[src/rtl/seg_mean_pkg.sv]
// Shared widths, state encoding and result payload for the segment mean unit.
package seg_mean_pkg;

  localparam int unsigned DATA_W = 8;
  localparam int unsigned SUM_W  = 16;
  localparam int unsigned CNT_W  = 9;
  localparam int unsigned MAX_N  = 256;
  localparam int unsigned PROD_W = SUM_W + DATA_W;

  typedef enum logic [1:0] {
    ACCUM = 2'd0,
    DIV   = 2'd1,
    HOLD  = 2'd2
  } seg_state_t;

  // Result payload presented on the m_* side.
  typedef struct packed {
    logic [DATA_W-1:0] mean;
    logic [SUM_W-1:0]  sum;
    logic [CNT_W-1:0]  count;
    logic              ovf;
  } seg_result_t;

endpackage

[src/rtl/udivision_LUT_8bit_int_to_8bit_frac.sv]
// Reciprocal LUT: index n -> 8-bit fraction approximating 1/(n+1).
// Ports:
//   index_i  8-bit index (beat count minus one)
//   recip_o  floor(256/(n+1)); 255 for n = 0, 1 for n >= 128
module udivision_LUT_8bit_int_to_8bit_frac
  import seg_mean_pkg::*;
(
  input  logic [DATA_W-1:0] index_i,
  output logic [DATA_W-1:0] recip_o
);

  logic [DATA_W:0] divisor_c;

  assign divisor_c = (DATA_W+1)'(index_i) + (DATA_W+1)'(1);

  // 256/1 does not fit in 8 bits, so index 0 saturates to 255.
  always_comb begin
    recip_o = '0;
    if (index_i == '0) begin
      recip_o = 8'd255;
    end else if (index_i >= 8'd128) begin
      recip_o = 8'd1;
    end else begin
      recip_o = DATA_W'((DATA_W+1)'(256) / divisor_c);
    end
  end

endmodule

[src/rtl/segment_mean_unit.sv]
// Streaming per-segment mean: accumulates 8-bit beats until s_last, then
// multiplies the sum by a LUT reciprocal of the count to approximate the mean.
// Ports:
//   clk, rst_n                     clock, synchronous active-low reset
//   s_valid/s_ready/s_data/s_last  input beat stream
//   m_valid/m_ready                result handshake
//   m_mean, m_sum, m_count, m_ovf  approximate mean, exact sum, beats, overflow
module segment_mean_unit
  import seg_mean_pkg::*;
(
  input  logic              clk,
  input  logic              rst_n,
  input  logic              s_valid,
  output logic              s_ready,
  input  logic [DATA_W-1:0] s_data,
  input  logic              s_last,
  output logic              m_valid,
  input  logic              m_ready,
  output logic [DATA_W-1:0] m_mean,
  output logic [SUM_W-1:0]  m_sum,
  output logic [CNT_W-1:0]  m_count,
  output logic              m_ovf
);

  seg_state_t        state_q, state_d;
  logic [SUM_W-1:0]  sum_q, sum_d;
  logic [CNT_W-1:0]  cnt_q, cnt_d;
  logic              ovf_q, ovf_d;
  logic              s_ready_q, s_ready_d;
  logic              m_valid_q, m_valid_d;
  seg_result_t       res_q, res_d;

  logic [DATA_W-1:0] lut_idx_c;
  logic [DATA_W-1:0] recip_c;
  logic [PROD_W-1:0] product_c;

  assign lut_idx_c = DATA_W'(cnt_q - CNT_W'(1));
  assign product_c = PROD_W'(sum_q) * PROD_W'(recip_c);

  udivision_LUT_8bit_int_to_8bit_frac u_lut (
    .index_i (lut_idx_c),
    .recip_o (recip_c)
  );

  // Next-state and output logic.
  always_comb begin
    state_d   = state_q;
    sum_d     = sum_q;
    cnt_d     = cnt_q;
    ovf_d     = ovf_q;
    res_d     = res_q;
    m_valid_d = 1'b0;
    s_ready_d = 1'b0;

    unique case (state_q)
      ACCUM: begin
        if (s_valid && s_ready_q) begin
          if (cnt_q < CNT_W'(MAX_N)) begin
            sum_d = sum_q + SUM_W'(s_data);
            cnt_d = cnt_q + CNT_W'(1);
          end else begin
            ovf_d = 1'b1;
          end
          if (s_last) begin
            state_d = DIV;
          end
        end
      end
      DIV: begin
        // A single beat bypasses the LUT, whose index-0 entry is saturated.
        res_d.mean  = (cnt_q == CNT_W'(1)) ? sum_q[DATA_W-1:0]
                                           : DATA_W'(product_c >> DATA_W);
        res_d.sum   = sum_q;
        res_d.count = cnt_q;
        res_d.ovf   = ovf_q;
        state_d     = HOLD;
      end
      HOLD: begin
        // m_valid rises one cycle after HOLD entry, two after the last beat.
        m_valid_d = 1'b1;
        if (m_valid_q && m_ready) begin
          m_valid_d = 1'b0;
          sum_d     = '0;
          cnt_d     = '0;
          ovf_d     = 1'b0;
          state_d   = ACCUM;
        end
      end
      default: begin
        state_d = ACCUM;
      end
    endcase

    s_ready_d = (state_d == ACCUM);
  end

  // State and output registers.
  always_ff @(posedge clk) begin
    if (!rst_n) begin
      state_q   <= ACCUM;
      sum_q     <= '0;
      cnt_q     <= '0;
      ovf_q     <= 1'b0;
      s_ready_q <= 1'b0;
      m_valid_q <= 1'b0;
      res_q     <= '0;
    end else begin
      state_q   <= state_d;
      sum_q     <= sum_d;
      cnt_q     <= cnt_d;
      ovf_q     <= ovf_d;
      s_ready_q <= s_ready_d;
      m_valid_q <= m_valid_d;
      res_q     <= res_d;
    end
  end

  assign s_ready = s_ready_q;
  assign m_valid = m_valid_q;
  assign m_mean  = res_q.mean;
  assign m_sum   = res_q.sum;
  assign m_count = res_q.count;
  assign m_ovf   = res_q.ovf;

endmodule

[config.mk]
export PLATFORM = sky130hd
export DESIGN_NAME = segment_mean_unit
export DESIGN_NICKNAME = d
export VERILOG_FILES = /design/src/rtl/seg_mean_pkg.sv /design/src/rtl/udivision_LUT_8bit_int_to_8bit_frac.sv /design/src/rtl/segment_mean_unit.sv
export SDC_FILE = /design/constraint.sdc
export NUM_CORES = 1
export LEC_CHECK = 0
export ABC_AREA = 1
export ABC_CLOCK_PERIOD_IN_PS = 18900
export BUFFER_PORTS_ARGS = -buffer_cell sky130_fd_sc_hd__clkbuf_2
export CAP_MARGIN = 20
export CORE_UTILIZATION = 35
export CTS_CLUSTER_DIAMETER = 100
export DETAILED_ROUTE_END_ITERATION = 10
export HOLD_SLACK_MARGIN = 0.06
export SLEW_MARGIN = 40
export SYNTH_ARGS = -nofsm -noshare
export SYNTH_HDL_FRONTEND = slang
export SYNTH_HIERARCHICAL = 1
export SYNTH_SLANG_ARGS = --single-unit
[constraint.sdc]
create_clock -name clk -period 18.9 [get_ports clk]
set_clock_uncertainty 0.2 [all_clocks]
set_input_delay 0.945 -clock clk [delete_from_list [all_inputs] [get_ports clk]]
set_output_delay 0.945 -clock clk [all_outputs]
set_load 0.1 [all_outputs]
==> out/results.ini <==
[status]
status=finished, final reports clean

[critical_path]
reg2reg_slack_ps=1570
cpPeakStageDelay_ps=540
critPathCaptureType=flop
required_ps=18900
crit_fanout=33
r2r-start=cnt_q[0]
crit_buf_inv=16
cp_top_family=simple AND/OR/NAND/NOR gates
slowest_stage=fa_1
critPathKind=flop to flop
critPathMostFrequentCell=nand2_1
arrival_ps=17330
startpoint_type=flop
r2r_cells=102
crit_cells=102
worstReg2RegEnd=m_mean[5]

[floorplanning]
io-pin-count=49
die_width_um=155
coreArea_um2=22800
start_util=0.360
fp.dieH_um=155
die-area_um2=24100
num_rows=55

[placed_design]
dp_cells=1574
post-place-ws_ps=1490
finalWeightedCongestion=0.929
port_buffers=48
place_area_um2=8720
hpwlAfterDp_mm=17.2

[finish]
diodes=0
final_common_cell=nand2_1
fillCellCount=2484
design_area_um2=9050
syn2layout_area_growth_pct=9.94
nNetsFinal=1417
layout.cells.non_filler=1590
layout_common_cells=nand2_1, inv_1, nor2_1
layout-drive-gt1-share=0.107

[detailed_routing]
dr.first_iter.drc_count=476
wl_per_cell_um=13.8
remaining_drc_errors=0
num_vias=7562
firstDrtPassIters=5
vias_per_cell=4.76
routed_wl_mm=22.0
drtAntennaViolNets=0

[clocking]
path_clk_slew_ps=60
cts.htree.levels=3
tritoncts=built
clk_latency_ps=340
clk_path_buf_depth=2
cts_root_buf=clkbuf_16
numCtsBuffers=9
cts.sinks=64
postCtsHoldBufs=0

[sta]
setup_viol=0
min_period_over_period=0.917
finalWorstSetupSlack_ps=1570
drv_slew=0
fmax_mhz=57.7
hold_violations=0
worstMarginPinSlew_ps=717
period_needed_ps=17330
relSlewSlack=0.521

[min_path]
holdCritPathClass=flop to flop
min_to=m_mean[3]
hold_start=m_mean[3]
hold_depth=2

[grt]
grt_pass1_vias=7306
grtUsageTotal=0.189
grt_overflow=0
antenna_found_initial=0
grt_first_pass_wirelength_mm=36.4
grt_max_degree=36

[logic_synthesis]
synthCells=1249
synth_top_area_cell=dfxtp_1
seq_area_frac_synth=0.156
synth_top_area_share=0.156
syn_area_um2=8230
synth-seq-cells=64
ys_warn_count=6
synth.top_cells.by_area=dfxtp_1, fa_1, nand2_1
syn_nets=1394
avgSynthCellArea_um2=6.59
ys_types=49

[power]
totalPowerFinal_w=0.000612
ir_drop_mv=0.0601
p_leak_nw=5.08
power_density_nw_per_um2=67.6

[run]
max_cap_violations=0

## power breakdown
part           leakage [nW]  switching (W)  internal [W]  total [W]
Combinational          4.43       0.000196     0.0000981   0.000294
Sequential            0.519     0.00000783      0.000139   0.000147
Clock                 0.137      0.0000652      0.000106   0.000171
## tightest hold or removal path, cell delays in order (launching register included)
cell and delay (ps):
dfxtp_1 310, nand2_1 60, a21oi_1 50
## synthesized netlist by cell type (all sizes together)
| library cell | number |
|---|---|
| and3 | 1 |
| o21bai | 6 |
| dfxtp | 64 |
| nand3 | 83 |
| a21o | 1 |
| clkinv | 2 |
| a211o | 1 |
| a21oi | 81 |
| and2 | 6 |
| clkbuf | 27 |
| buf | 17 |
| nor3b | 1 |
| xor2 | 14 |
| xnor2 | 10 |
| ha | 72 |
| a31oi | 5 |
| o21a | 3 |
| nor3 | 13 |
| inv | 264 |
| o211ai | 6 |
| nor4 | 3 |
| o31ai | 1 |
| a211oi | 1 |
| nor2 | 95 |
| nand2 | 310 |
| nand4 | 13 |
| nand3b | 3 |
| fa | 60 |
| o21ai | 78 |
| or2 | 8 |
## what timing repair did
action	in CTS	in global routing
endpoints found under the setup margin	0	7
resized for setup	0	4
setup buffers	0	0
## worst max path at each step
stage | start | endpoint | slack [ps]
after floorplan | cnt_q[0] | m_mean[0] | 3970
after global placement | cnt_q[0] | m_mean[5] | 1980
after detailed placement | cnt_q[0] | m_mean[5] | 1490
after CTS | cnt_q[0] | m_mean[5] | 1430
after global routing | cnt_q[0] | m_mean[5] | -20
final | cnt_q[0] | m_mean[5] | 1570
## routing by layer
| layer | global-route usage | wire length, um | part of all wire |
|---|---|---|---|
| met2 | 0.322 | 10300 | 0.47 |
| met3 | 0.0248 | 796 | 0.036 |
| met4 | 0.0444 | 324 | 0.015 |
| met5 | 0 | 0 | 0 |
| met1 | 0.253 | 10600 | 0.48 |
## sequential cells by signal, indices dropped and copies added, names as in the netlist
register,cells
m_sum,16
sum_q,16
cnt_q,9
m_count,9
m_mean,8
state_q,2
m_ovf,1
m_valid,1
ovf_q,1
s_ready,1
## cell families (layout without fill, tap and decap cells)
group / Yosys count / in the layout / synth area share
AO/OA/AOI/OAI: 183 / 183 / 0.121
flip-flops: 64 / 64 / 0.156
AND/OR/NAND/NOR: 536 / 536 / 0.297
adder cells (fa/ha/maj): 132 / 132 / 0.255
buffers and inverters: 310 / 338 / 0.145
XOR/XNOR: 24 / 24 / 0.0255
## metrics by stage
step                utilization  hold WS [ps]  setup TNS (ps)
CTS                       0.395           266               0
global placement          0.382           248               0
floorplan                     -           235               0
detailed placement        0.382           250               0
global route              0.396           280           -16.9
finish                    0.396           264               0
## area by class of cell
| cell class | count | area [um^2] | area share |
|---|---|---|---|
| clock buffer | 10 | 239 | 0.0264 |
| sequential | 64 | 1280 | 0.142 |
| multi-input combinational | 875 | 5770 | 0.638 |
| clock inverter | 6 | 68.8 | 0.00760 |
| inverter | 266 | 998 | 0.110 |
| tap | 313 | 392 | 0.0433 |
| timing repair buffer | 56 | 300 | 0.0332 |
Note: power is estimated with default switching activity, not from simulation.
